`config.mk`:
```
export PLATFORM = sky130hd
export DESIGN_NAME = mem_access
export DESIGN_NICKNAME = d
export VERILOG_FILES = /design/src/rtl/mem_access_pkg.sv /design/src/rtl/mem_access_load_ext.sv /design/src/rtl/mem_access.sv
export SDC_FILE = /design/constraint.sdc
export NUM_CORES = 1
export LEC_CHECK = 0
export CAP_MARGIN = 20
export CORE_MARGIN = 5
export CORE_UTILIZATION = 45
export CTS_BUF_LIST = sky130_fd_sc_hd__clkbuf_2 sky130_fd_sc_hd__clkbuf_4 sky130_fd_sc_hd__clkbuf_8
export CTS_CLUSTER_SIZE = 12
export DETAILED_ROUTE_END_ITERATION = 10
export GPL_TIMING_DRIVEN = 0
export HOLD_SLACK_MARGIN = 0.06
export PLACE_DENSITY = 0.75
export SYNTH_ARGS = -nofsm -noshare
export SYNTH_HDL_FRONTEND = slang
export SYNTH_SLANG_ARGS = --single-unit
```
`constraint.sdc`:
```
create_clock -name clk -period 2.45 [get_ports clk]
set_input_delay 0.49 -clock clk [delete_from_list [all_inputs] [get_ports clk]]
set_output_delay 0.49 -clock clk [all_outputs]
set_load 0.01 [all_outputs]
```
`src/rtl/mem_access_pkg.sv`:
```
// Shared definitions for the memory-access stage: widths, opcodes and
// opcode-classification helpers.
package mem_access_pkg;

    localparam int ADDR_LEN = 32;
    localparam int REG_LEN  = 32;
    localparam int OP_LEN   = 5;

    localparam logic [REG_LEN-1:0] ZERO_WORD     = '0;
    localparam logic [4:0]         REG_ADDR_ZERO = 5'd0;

    localparam logic [OP_LEN-1:0] OP_NOP   = 5'd0;
    localparam logic [OP_LEN-1:0] OP_ADD   = 5'd1;
    localparam logic [OP_LEN-1:0] OP_ADDI  = 5'd2;
    localparam logic [OP_LEN-1:0] OP_SUB   = 5'd3;
    localparam logic [OP_LEN-1:0] OP_AND   = 5'd4;
    localparam logic [OP_LEN-1:0] OP_OR    = 5'd5;
    localparam logic [OP_LEN-1:0] OP_LUI   = 5'd6;
    localparam logic [OP_LEN-1:0] OP_AUIPC = 5'd7;
    localparam logic [OP_LEN-1:0] OP_LB    = 5'd16;
    localparam logic [OP_LEN-1:0] OP_LH    = 5'd17;
    localparam logic [OP_LEN-1:0] OP_LW    = 5'd18;
    localparam logic [OP_LEN-1:0] OP_LBU   = 5'd19;
    localparam logic [OP_LEN-1:0] OP_LHU   = 5'd20;
    localparam logic [OP_LEN-1:0] OP_SB    = 5'd21;
    localparam logic [OP_LEN-1:0] OP_SH    = 5'd22;
    localparam logic [OP_LEN-1:0] OP_SW    = 5'd23;

    function automatic logic is_load(input logic [OP_LEN-1:0] op);
        return op inside {OP_LB, OP_LH, OP_LW, OP_LBU, OP_LHU};
    endfunction

    function automatic logic is_store(input logic [OP_LEN-1:0] op);
        return op inside {OP_SB, OP_SH, OP_SW};
    endfunction

    // Number of bytes moved on the byte-serial port for a memory op.
    function automatic logic [2:0] byte_count(input logic [OP_LEN-1:0] op);
        logic [2:0] n;
        case (op)
            OP_LB, OP_LBU, OP_SB: n = 3'd1;
            OP_LH, OP_LHU, OP_SH: n = 3'd2;
            default:              n = 3'd4;
        endcase
        return n;
    endfunction

endpackage

```
`src/rtl/mem_access_load_ext.sv`:
```
// Sign/zero extension of the assembled load bytes according to the load op.
module mem_access_load_ext
    import mem_access_pkg::*;
(
    input  logic [OP_LEN-1:0]  op,
    input  logic [REG_LEN-1:0] raw,
    output logic [REG_LEN-1:0] data
);

    always_comb begin
        data = raw;
        case (op)
            OP_LB:   data = {{24{raw[7]}}, raw[7:0]};
            OP_LH:   data = {{16{raw[15]}}, raw[15:0]};
            OP_LBU:  data = {24'h000000, raw[7:0]};
            OP_LHU:  data = {16'h0000, raw[15:0]};
            default: data = raw;
        endcase
    end

endmodule

```
`src/rtl/mem_access.sv`:
```
// RV32I memory-access stage: byte-serial loads/stores on the memory-controller
// port, single-cycle pass-through otherwise. MEM_ALIGN_CHECK_EN enables misalignment faults.
module mem_access
    import mem_access_pkg::*;
#(
    parameter int ADDR_W = ADDR_LEN,
    parameter int DATA_W = REG_LEN
)
(
    input  logic              clk,
    input  logic              rst,
    input  logic              rdy,
    input  logic              in_valid,
    input  logic [OP_LEN-1:0] op_i,
    input  logic [DATA_W-1:0] rd_data_i,
    input  logic [4:0]        rd_addr_i,
    input  logic [ADDR_W-1:0] mem_addr_i,
    output logic [DATA_W-1:0] rd_data_o,
    output logic [4:0]        rd_addr_o,
    output logic              wb_valid,
    output logic              mem_stall,
    output logic              mc_req,
    output logic              mc_wr,
    output logic [ADDR_W-1:0] mc_addr,
    output logic [7:0]        mc_wdata,
    input  logic [7:0]        mc_rdata,
    input  logic              mc_ack,
    output logic              misalign
);

    typedef enum logic {IDLE, BUSY} state_t;

    state_t            state;
    logic [2:0]        cnt;
    logic [2:0]        cnt_max;
    logic [OP_LEN-1:0] op_q;
    logic [ADDR_W-1:0] base_q;
    logic [DATA_W-1:0] st_data_q;
    logic [DATA_W-1:0] ld_buf_q;
    logic [4:0]        rd_q;

    logic              mem_op;
    logic              misaligned;
    logic              accept_mem;
    logic              ack;
    logic              last_byte;
    logic [4:0]        lane_lsb;
    logic [DATA_W-1:0] ld_assembled;
    logic [DATA_W-1:0] ld_result;

    assign mem_op = is_load(op_i) || is_store(op_i);

`ifdef MEM_ALIGN_CHECK_EN
    assign misaligned = ((op_i == OP_LH || op_i == OP_LHU || op_i == OP_SH) && mem_addr_i[0])
                     || ((op_i == OP_LW || op_i == OP_SW) && (mem_addr_i[1:0] != 2'b00));
`else
    assign misaligned = 1'b0;
`endif

    assign accept_mem = (state == IDLE) && in_valid && mem_op && !misaligned;
    assign ack        = rdy && mc_ack && (state == BUSY);
    assign last_byte  = (cnt == cnt_max - 3'd1);
    assign lane_lsb   = {cnt[1:0], 3'b000};

    // Stall releases in the final-ack cycle so ex_mem advances on that edge.
    assign mem_stall = !rst && (accept_mem || ((state == BUSY) && !(ack && last_byte)));
    assign mc_req    = !rst && rdy && (state == BUSY);
    assign mc_wr     = (state == BUSY) && is_store(op_q);
    assign mc_addr   = (state == BUSY) ? base_q + ADDR_W'(cnt) : '0;
    assign mc_wdata  = (state == BUSY) ? st_data_q[lane_lsb +: 8] : 8'h00;

    always_comb begin
        ld_assembled = ld_buf_q;
        ld_assembled[lane_lsb +: 8] = mc_rdata;
    end

    mem_access_load_ext u_load_ext (
        .op   (op_q),
        .raw  (ld_assembled),
        .data (ld_result)
    );

    always_ff @(posedge clk) begin
        if (rst) begin
            state     <= IDLE;
            cnt       <= 3'd0;
            cnt_max   <= 3'd0;
            op_q      <= OP_NOP;
            base_q    <= '0;
            st_data_q <= '0;
            ld_buf_q  <= '0;
            rd_q      <= REG_ADDR_ZERO;
            rd_data_o <= '0;
            rd_addr_o <= REG_ADDR_ZERO;
            wb_valid  <= 1'b0;
        end else if (rdy) begin
            case (state)
                IDLE: begin
                    cnt <= 3'd0;
                    if (in_valid && mem_op && misaligned) begin
                        rd_data_o <= '0;
                        rd_addr_o <= REG_ADDR_ZERO;
                        wb_valid  <= 1'b1;
                    end else if (accept_mem) begin
                        op_q      <= op_i;
                        base_q    <= mem_addr_i;
                        st_data_q <= rd_data_i;
                        rd_q      <= rd_addr_i;
                        cnt_max   <= byte_count(op_i);
                        ld_buf_q  <= '0;
                        rd_addr_o <= REG_ADDR_ZERO;
                        wb_valid  <= 1'b0;
                        state     <= BUSY;
                    end else if (in_valid && op_i != OP_NOP) begin
                        rd_data_o <= rd_data_i;
                        rd_addr_o <= rd_addr_i;
                        wb_valid  <= 1'b1;
                    end else begin
                        rd_addr_o <= REG_ADDR_ZERO;
                        wb_valid  <= 1'b0;
                    end
                end
                BUSY: begin
                    wb_valid <= 1'b0;
                    if (ack) begin
                        if (is_load(op_q)) begin
                            ld_buf_q <= ld_assembled;
                        end
                        if (last_byte) begin
                            state    <= IDLE;
                            cnt      <= 3'd0;
                            wb_valid <= 1'b1;
                            if (is_load(op_q)) begin
                                rd_data_o <= ld_result;
                                rd_addr_o <= rd_q;
                            end else begin
                                rd_data_o <= '0;
                                rd_addr_o <= REG_ADDR_ZERO;
                            end
                        end else begin
                            cnt <= cnt + 3'd1;
                        end
                    end
                end
                default: state <= IDLE;
            endcase
        end
    end

`ifdef MEM_ALIGN_CHECK_EN
    // The fault pulse lines up with the wb_valid of the rejected access.
    always_ff @(posedge clk) begin
        if (rst) begin
            misalign <= 1'b0;
        end else if (rdy) begin
            misalign <= (state == IDLE) && in_valid && mem_op && misaligned;
        end
    end
`else
    assign misalign = 1'b0;
`endif

endmodule
```
# ---- Word level (Yosys, flattened, before mapping)
# Index checks and enable logic that the tools add are counted.
dict set report classes {
  addsub 4
  eq_ne 23
  n_shift 3
  mux 33
  bitwise_logic 1
  reduce_logical 27
}
# operator n
set op_table {}
lappend op_table {{$mux 32} 9}
lappend op_table {{$pmux 32 s2} 2}
lappend op_table {{$pmux 32 s4} 1}
lappend op_table {{$eq 5x5->1 const B} 16}
lappend op_table {{$add 32x3->32} 1}
lappend op_table {{$bwmux 32} 1}
lappend op_table {{$shift 8x7->32 const A} 1}
lappend op_table {{$shiftx 32x6->8} 1}
lappend op_table {{$shiftx 8x7->32} 1}
lappend op_table {{$mux 5} 5}
lappend op_table {{$reduce_bool 5->1} 3}
lappend op_table {{$pmux 3 s2} 2}
lappend op_table {{$logic_and 1x1->1} 11}
lappend op_table {{$pmux 5 s2} 1}
lappend op_table {{$mux 8} 1}
lappend op_table {{$ne 2x1->1 const B} 4}
lappend op_table {{$mux 1} 7}
lappend op_table {{$neg 5->7} 1}
lappend op_table {{$mux 3} 2}
lappend op_table {{$reduce_and 3->1} 2}
lappend op_table {{$reduce_bool 3->1} 2}
lappend op_table {{$reduce_or 3->1} 2}
lappend op_table {{$reduce_and 5->1} 1}
lappend op_table {{$ne 2x2->1 const B} 2}
lappend op_table {{9 further kinds} 12}
dict set report word_totals {
  regBits 151
  out_inout_bits 82
  elab_cells 102
}

# ---- Longest topological paths before layout
# Gate-level depths: netlist of the first run.
dict set report logic_depth {
  depth_word 8
  mapped_depth 10
}

# ---- Modules after synthesis
# From an unflattened synthesis of the first run, not the netlist that was laid out.
dict set report unflattened {
  hier_cells 967
  area_unflattened_um2 8105.3
}
# mod instances cells_each area_each_um2
set modules_own_cells {}
lappend modules_own_cells {mem_access 1 922 7744.9}
lappend modules_own_cells {mem_access_load_ext 1 45 360.3}

# ---- Worst setup path before layout of the first run
# No wires, ideal clock.
dict set report synth_path {
  kind {register to register}
  start {reg cnt[0]}
  end {reg ld_buf_q[16]}
  setup_time_ns 0.061
  t_arrival_ns 2.513
  required_ns 2.389
  setup_slack_ns -0.124
  path_stages_with_launch 8
  path_buffers 2
  cell_sequence {dfxtp_1 -> buf_2 -> inv_1 -> ha_1 -> nor4bb_1 -> buf_2 -> nor4b_2 -> a22o_1}
}
dict set report synth_between {
  elab_chain_len 6
  elab_cells_between_ends 7
}
# item line_no
set synth_rtl {}
lappend synth_rtl {{start: declaration} mem_access.sv:34} ;# logic [2:0] cnt;
lappend synth_rtl {{start signal: assignment} mem_access.sv:141} ;# cnt <= cnt + 3'd1;
lappend synth_rtl {{$neg 5->7 *} mem_access.sv:74} ;# ld_assembled[lane_lsb +: 8] = mc_rdata;
lappend synth_rtl {{$shiftx 8x7->32 or $shift 8x7->32 (tied branches)} mem_access.sv:74}
lappend synth_rtl {{$bwmux 32 *} mem_access.sv:74}
lappend synth_rtl {{$mux 32 *} mem_access.sv:126} ;# if (is_load(op_q)) begin
lappend synth_rtl {{$mux 32 *} mem_access.sv:125} ;# if (ack) begin
lappend synth_rtl {{$pmux 32 s2 *} mem_access.sv:97} ;# case (state)
lappend synth_rtl {{end signal: assignment} mem_access.sv:127} ;# ld_buf_q <= ld_assembled;
lappend synth_rtl {{end: declaration} mem_access.sv:39} ;# logic [DATA_W-1:0] ld_buf_q;
# Mark *: on every way between the ends. The rest lies on a longest branch, timed or not. The select of a mux whose other input is x is not followed.
# A chain may end at the register's enable or synchronous reset.

# ---- Worst setup path in the final report of the first run
dict set report layout_path {
  start {reg cnt[0]}
  end {out mc_addr[18]}
}
dict set report layout_between {
  elab_chain_len 2
}
# item line_no
set layout_rtl {}
lappend layout_rtl {{$add 32x3->32} mem_access.sv:69} ;# assign mc_addr = (state == BUSY) ? base_q + ADDR_W'(cnt) : '0;
lappend layout_rtl {{$mux 32} mem_access.sv:69}
lappend layout_rtl {{end: declaration} mem_access.sv:24} ;# output logic [ADDR_W-1:0] mc_addr,
# Every way passes these cells.

==> results of run 1 <==
[worst paths after layout]
path              slack (ns)   startpoint             to  cells after the start
hold / removal          0.45  ld_buf_q[4]    ld_buf_q[4]                      2
hold reg to reg         0.45  ld_buf_q[4]    ld_buf_q[4]                      2
setup reg to reg       -0.12       cnt[0]  rd_data_o[17]                     14
setup / recovery       -0.48       cnt[0]    mc_addr[18]                      9
[what timing repair did]
item | 4_1_cts | 5_1_grt
hold buffers | 0 | 0
setup endpoints to repair | 107 | 126
setup buffers | 47 | 27
resized for setup | 274 | 93
gates cloned | 1 | 3
pin swaps | 35 | 62
[sequential cells by signal, summed over array words and instances (netlist names)]
| register | cells |
|---|---|
| base_q | 32 |
| ld_buf_q | 32 |
| rd_data_o | 32 |
| st_data_q | 32 |
| op_q | 5 |
| rd_addr_o | 5 |
| rd_q | 5 |
| cnt | 3 |
| cnt_max | 3 |
| state | 1 |
| wb_valid | 1 |
[cell families (layout without fill, tap and decap cells)]
family	count (synthesis)	in the layout	synth area share
AO/OA/AOI/OAI	248	248	0.203
XOR/XNOR	35	35	0.0432
adder cells (fa/ha/maj)	11	11	0.0191
buffers and inverters	75	347	0.0419
flip-flops	151	151	0.398
multiplexers	13	13	0.0303
other	1	1	0.000494
AND/OR/NAND/NOR	419	419	0.264
[Yosys cell counts (12+ instances only)]
cell type,instances,share of area
nor2b_1,26,0.021
o21ai_0,20,0.013
clkbuf_1,40,0.020
dfxtp_1,151,0.40
a21oi_1,133,0.088
o21a_1,12,0.012
nor2_1,87,0.043
nand2b_1,15,0.012
buf_2,22,0.015
nor3_1,13,0.0086
nand2_1,195,0.096
a211oi_1,28,0.028
nand4_1,20,0.016
a22o_1,16,0.018
and2_1,13,0.011
xor2_1,29,0.033
[cell type report]
cell class                 instances  area (um^2)  share of cell area
clock buffer                      19          255              0.0230
tap                              220          275              0.0248
sequential                       151         3050               0.275
inverter                           8         33.8             0.00304
clock inverter                    12          105             0.00946
multi-input combinational        727         4790               0.431
buffer                            65          352              0.0317
timing repair buffer             243         2250               0.202
[power by group]
part | leakage (uW) | switching (uW) | internal [uW]
sequential | 0.00123 | 55.7 | 2520
combinational | 0.00266 | 462 | 423
clock | 0.000185 | 1010 | 831
total | 0.00408 | 1530 | 3780
[layer usage]
metal / vias up / part of all wire / track usage
li1: 3834 / - / -
met4: 0 / 0.043 / 0.116
met2: 496 / 0.46 / 0.436
met5: - / 0 / 0
met3: 98 / 0.090 / 0.0671
met1: 3985 / 0.40 / 0.367
[placed cells by master (no fill, tap or decap), drive strengths merged, types with 10 or more instances in the layout]
cell and n:
nor3 13, buf 143, clkdlybuf4s50 125, a22o 16
dfxtp 151, clkbuf 57, nor2b 26, o21ai 21
nor2 89, a211oi 28, nand2b 15, nand4 21
and2 14, xor2 30, or3 10, o21a 12
nand2 195, ha 10, a21oi 134
[stage by stage]
stage / TNS (ns) / total power (uW)
after CTS: -9.54 / 5210
after global routing: -21.01 / 5470
final: -14.65 / 5310
after detailed placement: -71.23 / 3360
after floorplan: 0 / 2960
after global placement: -67.36 / 3350
[worst max-delay path, delay by kind of cell (launching register included)]
kind	cells	cell delay, ns
compound gates	1	0.21
xor+xnor	1	0.24
fa+ha+maj	2	0.51
buf+inv	2	0.28
flops	1	0.37
simple gates	3	0.35
==> run metrics, run 1 <==
Max Slew Vio Count 0; drt initial violations 956; WP data required 1.96 ns; Mapped Area 7590 um^2; largest net degree at the start of global routing 20; critical-path cell list ha_4, fa_2, a21o_1, nor4b_4, buf_6, nand4_1, xor2_1, nor2_1, buf_2; minimum clock period 2.93 ns; max cap viols 0; fill cell count 1314; vias in the first global route 7843; DRC viols 0; slowest stage delay, CP 0.37 ns; Area growth syn-to-layout 46.3%; Leak 0.00408 uW; share of layout cells above drive strength 1 0.232; dpl ws -0.926 ns; final hold viol count 0; Vias 8413; crit path capture type primary output; slowest CP cell dfxtp_4; Num CTS Buffers 17; die area 19600 um^2; clock sink count 151; # setup viols final 79; final wirelength 28900 um; DIE HEIGHT 140 um; final setup margin -0.484 ns; total gr overflow 0; PwrDens 478 nW/um^2; drt first pass iters 6; Worst VDD drop 0.000420 V; Initial Util 0.458; fin util 0.670; critical path type reg -> out; status finished, violations left; Worst-path clk slew 0.09 ns; FFs w/ async S/R, synth 0; final cell count without fillers 1445; failing checks negative setup slack; Final GP Congestion 0.917; Clk Latency, worst-skew pair 0.48 ns; core area 16600 um^2; IO buf count 167; Tightest Pin Transition 0.926 ns; fin area 11100 um^2; drt via density 5.82; Root Buffer clkbuf_8; startpoint types flop; syn avg cell area 7.97 um^2; Worst Path Arrival 2.44 ns; Synth Warn # 0; number of synthesized flops with an enable pin 0; DP HPWL 19400 um; Diodes inserted 0; fmax 341 MHz; gr usage total 0.278; DR WL/cell 20.0 um; number of synthesized register bits 151; Post-synth top flop dfxtp_1; placed cells 1340; RSZ-0062 raised after global routing yes; Critical Path Fanout Max 5; clk_skew 0.0154 ns; Die W 140 um; Final ANT Viol Nets 0; Syn Inst Count 953; Cell variety after synth 62; hold slack 0.451 ns; initial antenna violation count 0; Synthesized Nets 1051; Placed Area 9560 um^2; Longest Clk Path Bufs 2; Hold Crit Class reg -> reg; post-synthesis sequential area ratio 0.398; CTS tree done; max_slew headroom 0.380; htree depth 4; period utilisation layout 1.20; first-pass GRT wire length 43200 um; fin nets 1311; Ports 169; # rows 47
Note: power is estimated with default switching activity, not from simulation.
==> run 2: changes to the inputs <==
- SKIP_CTS_REPAIR_TIMING: default -> 1
- clock period: 2.45 -> 2.5 ns (I/O delays scaled with it)
==> run metrics, run 2 (synthesis results as in run 1) <==
Placed Area 9560 um^2 (about the same); fin area 10400 um^2 (-6.7%); IO buf count 167 (unchanged); Worst VDD drop 0.000366 V (-13%); Final ANT Viol Nets 0 (unchanged); final hold viol count 0 (unchanged); Top delay family on crit path simple AND/OR/NAND/NOR gates; commonest non-fill, non-tap cell in the layout nand2_1; Num CTS Buffers 17 (unchanged); drt via density 5.67 (-2.6%); Multi-input gate area 4480 um^2 (-6.5%); drt initial violations 694 (-27%); # setup viols final 35 (-56%); critical-path cell list ha_4, fa_2, a21o_1, nor4b_4, buf_6, nand4_1, xor2_1, nor2_1, buf_2; htree depth 4 (unchanged); Worst-path clk slew 0.08 ns (about the same); Tightest Pin Transition 0.931 ns (+0.00502 ns); clk_skew 0.00954 ns (-0.00589 ns); Die W 140 um (unchanged); crit path capture type primary output; Hold Crit Class reg -> reg; failing checks negative setup slack; final wirelength 26400 um (-8.8%); total gr overflow 0 (unchanged); Seq. cell area 3050 um^2 (about the same); core area 16600 um^2 (unchanged); Critical Path Fanout Max 5 (unchanged); DR WL/cell 18.8 um (-5.9%); critical path type reg -> out; slowest stage delay, CP 0.38 ns (about the same); gr usage total 0.255 (-0.0226); DRC viols 0 (unchanged); CTS tree done; DIE HEIGHT 140 um (unchanged); # rows 47 (unchanged); Final GP Congestion 0.917 (about the same); fin nets 1266 (-3.4%); slowest CP cell dfxtp_4; status finished, violations left; final setup margin -0.459 ns (+0.0254 ns); share of layout cells above drive strength 1 0.162 (-0.0700); PwrDens 505 nW/um^2 (+5.7%); minimum clock period 2.96 ns; Max Slew Vio Count 0 (unchanged); final setup TNS -8.44 ns (+6.20 ns); DP HPWL 19300 um (-0.51%); Ports 169 (unchanged); Initial Util 0.458 (unchanged); Root Buffer clkbuf_8; final cell count without fillers 1400 (-3.1%); startpoint types flop; Longest Clk Path Bufs 2 (unchanged); vias in the first global route 7348 (-6.3%); Leak 0.00378 uW (-7.2%); commonest non-fill, non-tap cells in the layout nand2_1 (191), dfxtp_1 (138), clkdlybuf4s50_1 (134), a21oi_1 (129), nor2_1 (87); fmax 338 MHz; drt first pass iters 5 (-1); Buffers & Inverters on Critical Path 2 (unchanged); initial antenna violation count 1 (+1); max_slew headroom 0.377 (-0.00336); first-pass GRT wire length 39800 um (-7.8%); clock sink count 151 (unchanged); WP data required 2.00 ns (+0.04 ns); Vias 7936 (-5.7%); period utilisation layout 1.18; RSZ-0062 raised after global routing yes; placed cells 1340 (unchanged); largest net degree at the start of global routing 17 (-15%); Area growth syn-to-layout 36.4%; max cap viols 0 (unchanged); Diodes inserted 0 (unchanged); hold slack 0.448 ns (-0.00263 ns); Clk Latency, worst-skew pair 0.46 ns (-0.02 ns); fill cell count 1428 (+8.7%); Worst Path Arrival 2.46 ns (+0.02 ns); die area 19600 um^2 (unchanged); fin util 0.625 (-0.0452)
-- run 2: changes by cell type in the layout (fill, tap and decap cells not counted), sizes merged --
cell,previous run,this run
clkbuf,57,66
inv,8,7
dlygate4sd2,1,0
clkdlybuf4s50,125,134
clkinv,8,3
dlymetal6s2s,1,5
bufinv,1,2
buf,143,82
-- run 2: worst paths after layout --
kind                                  start             to  slack (ns)  cells past startpoint
worst min-delay path            ld_buf_q[7]    ld_buf_q[7]        0.45                      2
worst max register to register       cnt[0]  rd_data_o[12]        0.10                      9
worst max-delay path                 cnt[0]    mc_addr[30]       -0.46                      9
worst min register to register  ld_buf_q[7]    ld_buf_q[7]        0.45                      2
-- run 2: where the power goes --
part | switching [uW] | internal [uW]
clock network | 924 | 1020
registers | 54.4 | 2470
logic | 400 | 359
total | 1380 | 3850
-- run 2: area by class of cell --
class                           instances  share of cell area
Buffer                                 66              0.0310
Clock buffer                           24              0.0301
Clock inverter                          7             0.00906
Inverter                                8             0.00326
Multi-Input combinational cell        727               0.432
Sequential cell                       151               0.294
Tap cell                              220              0.0266
Timing Repair Buffer                  197               0.173
-- run 2: per-layer routing --
metal | vias to the layer above | track usage | wire, um
li1 | 3750 | - | -
met1 | 3712 | 0.343 | 11200
met2 | 399 | 0.394 | 12000
met3 | 73 | 0.0607 | 2250
met4 | 2 | 0.108 | 919
met5 | - | 0 | 8
-- run 2: worst min-delay path: stages, from the launching register on --
cell and delay [ns]:
dfxtp_1 0.31, nand2_1 0.05, a21oi_1 0.05
-- run 2: per-stage QoR --
stage                     worst slack [ns]  power [uW]
after CTS                            -1.59        5200
final                               -0.459        5230
after floorplan                    0.00370        2900
after detailed placement             -1.08        3290
after global placement               -1.10        3280
after global routing                -0.554        5410
